--- src/rtl/branch_redirect_unit_pkg.sv ---
// Shared constants for the branch redirect unit: defaults, FSM encodings and
// BTB saturating-counter values.
package branch_redirect_unit_pkg;

  localparam int unsigned WORD_SIZE_DEF = 16;

  localparam logic [1:0] ST_IDLE    = 2'd0;
  localparam logic [1:0] ST_PENDING = 2'd1;
  localparam logic [1:0] ST_ISSUE   = 2'd2;

  localparam logic [1:0] CTR_INIT  = 2'd1;
  localparam logic [1:0] CTR_ALLOC = 2'd2;
  localparam logic [1:0] CTR_MAX   = 2'd3;

  // 2-bit saturating counter step toward taken / not-taken.
  function automatic logic [1:0] ctr_next(input logic [1:0] ctr, input logic taken);
    logic [1:0] res;
    res = ctr;
    if (taken) begin
      if (ctr != CTR_MAX) res = ctr + 2'd1;
    end else begin
      if (ctr != 2'd0) res = ctr - 2'd1;
    end
    return res;
  endfunction

endpackage

--- src/rtl/branch_redirect_unit_btb_table.sv ---
// Direct-mapped branch target buffer: combinational lookup port and a single
// write port that trains the 2-bit counter or allocates on a taken miss.
module btb_table
  import branch_redirect_unit_pkg::*;
#(
  parameter int unsigned WORD_SIZE = WORD_SIZE_DEF,
  parameter int unsigned ENTRIES   = 16
) (
  input  logic                 clk,
  input  logic                 reset,
  input  logic [WORD_SIZE-1:0] i_rd_pc,
  output logic                 o_rd_taken,
  output logic [WORD_SIZE-1:0] o_rd_target,
  input  logic                 i_wr_en,
  input  logic [WORD_SIZE-1:0] i_wr_pc,
  input  logic                 i_wr_taken,
  input  logic [WORD_SIZE-1:0] i_wr_target
);

  localparam int unsigned IDX_W = $clog2(ENTRIES);
  localparam int unsigned TAG_W = WORD_SIZE - IDX_W;

  logic                 r_valid  [ENTRIES];
  logic [TAG_W-1:0]     r_tag    [ENTRIES];
  logic [WORD_SIZE-1:0] r_target [ENTRIES];
  logic [1:0]           r_ctr    [ENTRIES];

  logic [IDX_W-1:0] w_rd_idx;
  logic [TAG_W-1:0] w_rd_tag;
  logic             w_rd_hit;
  logic [IDX_W-1:0] w_wr_idx;
  logic [TAG_W-1:0] w_wr_tag;
  logic             w_wr_hit;

  assign w_rd_idx    = i_rd_pc[IDX_W-1:0];
  assign w_rd_tag    = i_rd_pc[WORD_SIZE-1:IDX_W];
  assign w_rd_hit    = r_valid[w_rd_idx] && (r_tag[w_rd_idx] == w_rd_tag);
  assign o_rd_taken  = w_rd_hit && r_ctr[w_rd_idx][1];
  assign o_rd_target = r_target[w_rd_idx];

  assign w_wr_idx = i_wr_pc[IDX_W-1:0];
  assign w_wr_tag = i_wr_pc[WORD_SIZE-1:IDX_W];
  assign w_wr_hit = r_valid[w_wr_idx] && (r_tag[w_wr_idx] == w_wr_tag);

  // Hit: train counter (and refresh target when taken). Taken miss: replace entry.
  always_ff @(posedge clk or posedge reset) begin
    if (reset) begin
      for (int unsigned i = 0; i < ENTRIES; i++) begin
        r_valid[IDX_W'(i)]  <= 1'b0;
        r_tag[IDX_W'(i)]    <= '0;
        r_target[IDX_W'(i)] <= '0;
        r_ctr[IDX_W'(i)]    <= CTR_INIT;
      end
    end else if (i_wr_en) begin
      if (w_wr_hit) begin
        r_ctr[w_wr_idx] <= ctr_next(r_ctr[w_wr_idx], i_wr_taken);
        if (i_wr_taken) r_target[w_wr_idx] <= i_wr_target;
      end else if (i_wr_taken) begin
        r_valid[w_wr_idx]  <= 1'b1;
        r_tag[w_wr_idx]    <= w_wr_tag;
        r_target[w_wr_idx] <= i_wr_target;
        r_ctr[w_wr_idx]    <= CTR_ALLOC;
      end
    end
  end

endmodule

--- src/rtl/branch_redirect_unit.sv ---
// Control-hazard unit: BTB next-PC prediction at fetch, mispredict detection at
// resolution, and a stall-aware redirect pulse with per-stage flush.
module branch_redirect_unit
  import branch_redirect_unit_pkg::*;
#(
  parameter int unsigned WORD_SIZE    = WORD_SIZE_DEF,
  parameter int unsigned BTB_ENTRIES  = 16,
  parameter int unsigned FLUSH_STAGES = 2,
  parameter int unsigned CNT_WIDTH    = 16
) (
  input  logic                    clk,
  input  logic                    reset,
  input  logic [WORD_SIZE-1:0]    if_pc,
  output logic [WORD_SIZE-1:0]    pred_target,
  output logic                    pred_taken,
  input  logic                    res_valid,
  input  logic                    res_is_branch,
  input  logic [WORD_SIZE-1:0]    res_pc,
  input  logic [WORD_SIZE-1:0]    res_fetched_next,
  input  logic [WORD_SIZE-1:0]    res_actual_next,
  input  logic                    stall,
  output logic                    force_pc,
  output logic [WORD_SIZE-1:0]    force_pc_data,
  output logic [FLUSH_STAGES-1:0] flush,
  output logic [CNT_WIDTH-1:0]    mispredict_count
);

  logic [1:0]           r_state;
  logic [1:0]           w_state_nxt;
  logic [WORD_SIZE-1:0] r_redirect;
  logic [CNT_WIDTH-1:0] r_count;

  logic                 w_accept;
  logic                 w_mispredict;
  logic                 w_issue;
  logic                 w_upd_en;
  logic                 w_upd_taken;
  logic [WORD_SIZE-1:0] w_btb_target;

  btb_table #(
    .WORD_SIZE (WORD_SIZE),
    .ENTRIES   (BTB_ENTRIES)
  ) u_btb (
    .clk         (clk),
    .reset       (reset),
    .i_rd_pc     (if_pc),
    .o_rd_taken  (pred_taken),
    .o_rd_target (w_btb_target),
    .i_wr_en     (w_upd_en),
    .i_wr_pc     (res_pc),
    .i_wr_taken  (w_upd_taken),
    .i_wr_target (res_actual_next)
  );

  assign pred_target = pred_taken ? w_btb_target : (if_pc + WORD_SIZE'(1));

  // Resolution inputs are only trusted while no redirect is outstanding.
  assign w_accept     = res_valid && (r_state == ST_IDLE);
  assign w_mispredict = w_accept && (res_fetched_next != res_actual_next);
  assign w_upd_en     = w_accept && res_is_branch;
  assign w_upd_taken  = (res_actual_next != (res_pc + WORD_SIZE'(1)));
  assign w_issue      = (r_state == ST_PENDING) && !stall;

  assign force_pc         = w_issue;
  assign force_pc_data    = r_redirect;
  assign flush            = {FLUSH_STAGES{w_issue}};
  assign mispredict_count = r_count;

  always_comb begin
    w_state_nxt = r_state;
    case (r_state)
      ST_IDLE:    if (w_mispredict) w_state_nxt = ST_PENDING;
      ST_PENDING: if (!stall) w_state_nxt = ST_ISSUE;
      ST_ISSUE:   w_state_nxt = ST_IDLE;
      default:    w_state_nxt = ST_IDLE;
    endcase
  end

  always_ff @(posedge clk or posedge reset) begin
    if (reset) begin
      r_state    <= ST_IDLE;
      r_redirect <= '0;
      r_count    <= '0;
    end else begin
      r_state <= w_state_nxt;
      if (w_mispredict) r_redirect <= res_actual_next;
      if (w_issue && (r_count != {CNT_WIDTH{1'b1}})) r_count <= r_count + CNT_WIDTH'(1);
    end
  end

endmodule

--- config.mk ---
export PLATFORM = sky130hd
export DESIGN_NAME = branch_redirect_unit
export DESIGN_NICKNAME = d
export VERILOG_FILES = /design/src/rtl/branch_redirect_unit_pkg.sv /design/src/rtl/branch_redirect_unit_btb_table.sv /design/src/rtl/branch_redirect_unit.sv
export SDC_FILE = /design/constraint.sdc
export NUM_CORES = 1
export LEC_CHECK = 0
export BUFFER_PORTS_ARGS = -buffer_cell sky130_fd_sc_hd__buf_4
export CAP_MARGIN = 20
export CORE_UTILIZATION = 60
export CTS_BUF_LIST = sky130_fd_sc_hd__clkbuf_16
export DETAILED_ROUTE_END_ITERATION = 16
export PLACE_DENSITY = 0.81
export SLEW_MARGIN = 10
export SYNTH_ARGS = -nofsm -noshare
export SYNTH_HDL_FRONTEND = slang
export SYNTH_SLANG_ARGS = --single-unit
--- constraint.sdc ---
create_clock -name clk -period 29.1 [get_ports clk]
set_clock_uncertainty 0.1 [all_clocks]
set_input_delay 1.455 -clock clk [delete_from_list [all_inputs] [get_ports clk]]
set_output_delay 1.455 -clock clk [all_outputs]
set_load 0.1 [all_outputs]
Word level (Yosys, flattened, before mapping)

Index checks and enable logic that the tools add are counted.

Bits in registers: 530
Latch bits: 0
Memory bits (writable): 0
Bits in read-only memories: 0
Input bits: 69
Output and inout bits: 52
Memories kept: 0

$add $sub $neg: 5
Multipliers: 0
Divide/modulo/power cells: 0
$lt $le $gt $ge: 3
Equal/unequal tests: 9
Shift-type cells: 0
Multiplexer cells: 43
Bitwise gates (word level): 7
Reductions and logical operators: 17

Operator list:

| cell                  | number |
|---|---|
| $bwmux 256            | 1 |
| $bwmux 192            | 1 |
| $bmux 12 s4           | 2 |
| $bmux 16 s4           | 1 |
| $demux 16 s4          | 1 |
| $mux 16               | 4 |
| $mux 32               | 2 |
| $mux 12               | 5 |
| $add 16x1->16 const B | 3 |
| $demux 12 s4          | 1 |
| $bwmux 32             | 1 |
| $ne 16x16->1          | 2 |
| $or 16x16->16         | 2 |
| $eq 12x12->1          | 2 |
| $mux 2                | 12 |
| $and 16x16->16        | 1 |
| $bmux 2 s4            | 2 |
| $ne 16x16->1 const B  | 1 |
| $not 16->16           | 1 |
| $ge 5x5->1 const B    | 2 |
| $not 4->5             | 2 |
| $logic_and 1x1->1     | 9 |
| $bmux 1 s4            | 2 |
| $demux 2 s4           | 1 |
| other kinds (14)      | 23 |

Depth between registers and ports, before layout

Depth after elaboration: 11
Depth in mapped cells: 14
Depth with buffers taken out: 9

Cells and area by module

A second synthesis with hierarchy kept.

Cells, all modules: 2060
Area total of the unflattened synthesis: 27455.1 µm²

Modules (own cells, without submodules):

| module               | instances | cells an instance | area each (µm²) | seq. area each (µm²) |
|---|---|---|---|---|
| btb_table            | 1         | 1790              | 24912.6         | 12431.9 |
| branch_redirect_unit | 1         | 270               | 2542.4          | 850.8 |

Worst setup path after synthesis

Ideal clock, no wire load.

Path type: in2out
Start point: input if_pc[1]
End point: output pred_target[0]
Arrival: 5.158 ns
Data required time: 27.545 ns
Setup slack: 22.387 ns
Stages on the path: 9
Path buffers: 3
Cell sequence: buf_2 -> buf_1 -> mux4_2 -> mux4_2 -> xor2_1 -> nor4_1 -> nand3_2 -> buf_6 -> mux2i_1

Longest elaborated chain between the ends: 8

Ends and longest elaborated chain:

| element                                     | RTL line                                                                                                         | text |
|---|---|---|
| from (decl)                                 | branch_redirect_unit.sv:13                                                                                       | `input logic [WORD_SIZE-1:0] if_pc,` |
| $not 4->5 (implied by the code) *           | branch_redirect_unit_btb_table.sv:37, branch_redirect_unit_btb_table.sv:38, branch_redirect_unit_btb_table.sv:39 |  |
| $bmux 12 s4                                 | branch_redirect_unit_btb_table.sv:37                                                                             | `assign w_rd_hit = r_valid[w_rd_idx] && (r_tag[w_rd_idx] == w_rd_tag);` |
| $mux 12 (implied by the code) (2 in series) | branch_redirect_unit_btb_table.sv:37                                                                             |  |
| $eq 12x12->1                                | branch_redirect_unit_btb_table.sv:37                                                                             |  |
| $logic_and 1x1->1                           | branch_redirect_unit_btb_table.sv:37                                                                             |  |
| $logic_and 1x1->1                           | branch_redirect_unit_btb_table.sv:38                                                                             | `assign o_rd_taken = w_rd_hit && r_ctr[w_rd_idx][1];` |
| $mux 16 *                                   | branch_redirect_unit.sv:55                                                                                       | `assign pred_target = pred_taken ? w_btb_target : (if_pc + WORD_SIZE'(1));` |
| to (decl)                                   | branch_redirect_unit.sv:14                                                                                       | `output logic [WORD_SIZE-1:0] pred_target,` |

Every way passes the cells marked *; elsewhere a longest branch is shown, timed or not. The select of a mux whose other input is x is not followed.

Worst setup path after layout

Start point: input if_pc[1]
End point: output pred_target[5]

Longest elaborated chain between the ends: 8

Ends and longest elaborated chain:

| element                                     | RTL line |
|---|---|
| $not 4->5 (implied by the code)             | branch_redirect_unit_btb_table.sv:37, branch_redirect_unit_btb_table.sv:38, branch_redirect_unit_btb_table.sv:39 |
| $bmux 12 s4                                 | branch_redirect_unit_btb_table.sv:37 |
| $mux 12 (implied by the code) (2 in series) | branch_redirect_unit_btb_table.sv:37 |
| $eq 12x12->1                                | branch_redirect_unit_btb_table.sv:37 |
| $logic_and 1x1->1                           | branch_redirect_unit_btb_table.sv:37 |
| $logic_and 1x1->1                           | branch_redirect_unit_btb_table.sv:38 |
| $mux 16 *                                   | branch_redirect_unit.sv:55 |

Marked as above.

==> metrics.md <==
| Metric | Value |
|---|---|
| Internal Power | `1581 µW` |
| RSZ-0062 raised after global routing | `no` |
| Number of hold violations in the final report | `0` |
| Slew HR | `20.45%` |
| Setup slack after placement | `20,930 ps` |
| CTS H-Tree Depth | `2` |
| Transition time of the tightest slew-check pin | `1190 ps` |
| Max-capacitance violation count | `0` |
| Residual DRC count | `0` |
| Cell type of the slowest stage on the worst timing path | `buf_4` |
| Post-route total power | `2279 µW` |
| Largest stage delay on the critical path | `860 ps` |
| Number of synthesis warnings | `0` |
| Final setup vio count | `0` |
| Vias in the first global route | `18,030` |
| Area growth from synthesis to final layout | `10.41%` |
| Total leakage power | `0.01409 µW` |
| Syn nets | `2,001` |
| Setup ws final | `20,890 ps` |
| Proportion of register bits with asynchronous set or reset after synthesis | `100.0%` |
| Worst path top cell family by delay | `buffers and inverters` |
| Post-CTS repair timing setup buffer count | `0` |
| Post-DP HPWL | `44,900 µm` |
| Primary FF master, synth | `dfrtp_1` |
| CP Launch Type | `primary input` |
| Run status | `finished clean` |
| Critical path class | `primary input to primary output` |
| Count of buffers from port buffering | `120` |
| Number of cells in the design after placement | `2,502` |
| Drt via density | `6.691` |
| Number of enable-type register cells in the synthesized netlist | `0` |
| Drt first pass iters | `6` |
| Count of final max-slew check failures | `0` |
| Crit path time final | `8206 ps` |
| Effective utilization at floorplan | `61.01%` |
| Clock input transition at the sequential cells of the worst setup and hold paths | `60 ps` |
| Largest net degree at the start of global routing | `190` |
| Portion of total power attributed to sequential cells | `44.4%` |
| Sum of negative setup slack | `0 ps` |
| Via count of the routed design | `17,460` |
| Root buffer selected by CTS | `clkbuf_16` |
| Maximum clock path buffer count | `3` |
| Netlist cell types | `74` |
| Number of hold buffers added after CTS | `0` |
| Path category of the worst min-delay check | `flop to flop` |
| Die width | `217.0 µm` |
| Final Wtd Congestion | `0.9148` |
| Post-route fraction of the period consumed by the critical path | `28.20%` |
| Chip height | `217.0 µm` |
| Final Routed Wirelength | `73,690 µm` |
| Leading cell types in the layout, fill and taps excluded | `dfrtp_1 (514), mux2_2 (425), mux4_2 (183)` |
| Antenna violations before repair | `1` |
| Share of total power in the clock network | `30.6%` |
| Count of buffering cells on the critical path with inverters included | `4` |
| Synthesized flop and latch total | `530` |
| Die outline area | `47,110 µm²` |
| Cell row count | `78` |
| Arrival time at the worst endpoint | `6650 ps` |
| Combinational fraction of design power | `25.0%` |
| Fraction of layout cells with a size suffix above 1 | `46.74%` |
| Post-CTS Resized | `0` |
| Share of total power consumed by net switching | `30.62%` |
| TritonCTS clock tree | `built` |
| Number of sinks driven by the clock tree | `530` |
| Core Box Area | `45,480 µm²` |
| Crit path required time | `27,550 ps` |
| Netlist area before placement | `27,750 µm²` |
| Inserted Clock Buffers | `55` |
| Kind of end point of the critical path | `primary output` |
| Aggregate global-route resource usage | `32.15%` |
| Worst-skew pair later-pin latency | `630 ps` |
| Worst IR drop on VDD | `0.1102 mV` |
| Post-route insts no fill | `2,609` |
| Antenna Violating Nets Remaining | `0` |
| Highest attainable clock frequency | `0.1219 GHz` |
| # IOs | `121` |
| Sequential fraction of the synthesis area | `47.87%` |
| Routed wirelength normalized by instance count | `28.24 µm` |
| Critical path, cell by cell | `buf_4 > buf_4 > buf_4 > mux4_2 > mux4_2 > xor2_1 > nor4_1 > nand3_2 > mux2_2 > buf_4` |
| Total congestion overflow | `0` |
| Wire length of the first global-routing pass | `113,000 µm` |
| Power per unit of standard cell area | `74.39 nW/µm²` |
| Mapped Avg Cell Area | `14.41 µm²` |
| Cell type with the highest occurrence count on the critical path | `buf_4` |
| DR iter-0 viols | `1,718` |
| Cells after Synth | `1,926` |
| Number of nets in the layout | `2,038` |
| Worst Path Max Fanout | `58` |
| Leading cell type in the layout, fill and taps excluded | `dfrtp_1` |
| Net Sw Power | `697.8 µW` |
| Count of antenna diodes in the layout | `0` |
## layout make-up
class                   instances  area, µm²
flip-flops and latches        530      13280
fillers                      3091      14840
clock buffers                  55       1376
well taps                     600      750.7
multi-input cells            1195      13470
repair buffers                151       1229
clock inverters                48      406.6
inverters                      30      120.1
## synth_stat cells (17+ instances only)
| master | instances | area [µm²] |
|---|---|---|
| mux2i_1 | 46 | 460.4 |
| mux2_2 | 425 | 4786 |
| mux4_2 | 183 | 4121 |
| xnor2_1 | 34 | 297.8 |
| inv_1 | 30 | 112.6 |
| buf_4 | 21 | 157.7 |
| mux2_4 | 62 | 930.9 |
| and3_1 | 19 | 118.9 |
| nand2_1 | 65 | 244.0 |
| xor2_1 | 53 | 464.2 |
| buf_2 | 51 | 255.2 |
| a2bb2oi_1 | 17 | 148.9 |
| o21ai_0 | 44 | 220.2 |
| nand3_1 | 32 | 160.2 |
| clkbuf_1 | 71 | 266.5 |
| nor2_1 | 42 | 157.7 |
| dfrtp_1 | 514 | 12860 |
## worst register-to-register path, stage by stage (launching register included)
cell and delay [ps]:
dfrtp_1 400, nor3b_1 860, nand2_1 240, nor2_1 290
nand2_1 240, nor2_4 690, nand2_1 920, mux2_2 560
## logic make-up (layout without fill, tap and decap cells)
| logic type | after synthesis | count (layout) | share of synthesized area [%] |
|---|---|---|---|
| xor+xnor | 87 | 87 | 2.746 |
| compound gates | 125 | 125 | 3.229 |
| buf+inv | 201 | 284 | 3.666 |
| mux | 718 | 718 | 37.20 |
| flops | 530 | 530 | 47.87 |
| fa+ha+maj | 6 | 6 | 0.2706 |
| simple gates | 259 | 259 | 5.019 |
## per-layer routing
layer / part of all wire, % / GRT usage (%) / wire length [µm] / vias to the layer above
met3: 8.7 / 8.386 / 6446 / 196
li1: - / - / - / 7260
met4: 4.3 / 13.78 / 3195 / 2
met1: 40 / 43.81 / 29820 / 9202
met2: 46 / 49.13 / 34210 / 797
met5: 0.018 / 0 / 13 / -
## power by group through the flow
stage | Sequential (µW) | Combinational [µW] | Clock, µW
after floorplan | 1080 | 366 | 0
after global placement | 1000 | 548 | 0
after detailed placement | 1020 | 565 | 0
after CTS | 1010 | 568 | 707
after global routing | 1030 | 601 | 735
final | 1010 | 570 | 697
## path summary, 6_finish.rpt
| path | startpoint | end | slack [ps] | cells past startpoint |
|---|---|---|---|---|
| min reg2reg | r_state[1] | r_state[1] | 380 | 1 |
| min in group asynchronous | reset | u_btb.r_target[18] | 850 | 2 |
| min | r_state[1] | r_state[1] | 380 | 1 |
| max reg2reg | r_state[1] | u_btb.r_tag[21] | 24670 | 7 |
| max in group asynchronous | reset | u_btb.r_target[172] | 25860 | 5 |
| max | if_pc[1] | pred_target[5] | 20890 | 10 |
## flip-flops by register name, summed over array words and instances, names as in the netlist
| register | flops |
|---|---|
| u_btb.r_target | 256 |
| u_btb.r_tag | 192 |
| u_btb.r_ctr | 32 |
| force_pc_data | 16 |
| mispredict_count | 16 |
| u_btb.r_valid | 16 |
| r_state | 2 |
## stage by stage
step / util [%] / hold WS, ps / area [µm²]
2_1_floorplan: - / 342.1 / 27750
3_3_place_gp: 63.19 / 356.4 / 28740
4_1_cts: 67.13 / 376.3 / 30530
5_1_grt: 67.36 / 406.5 / 30630
3_5_place_dp: 63.21 / 368.9 / 28750
6_report: 67.36 / 380.2 / 30630
Power figures use the tool's default switching activity.
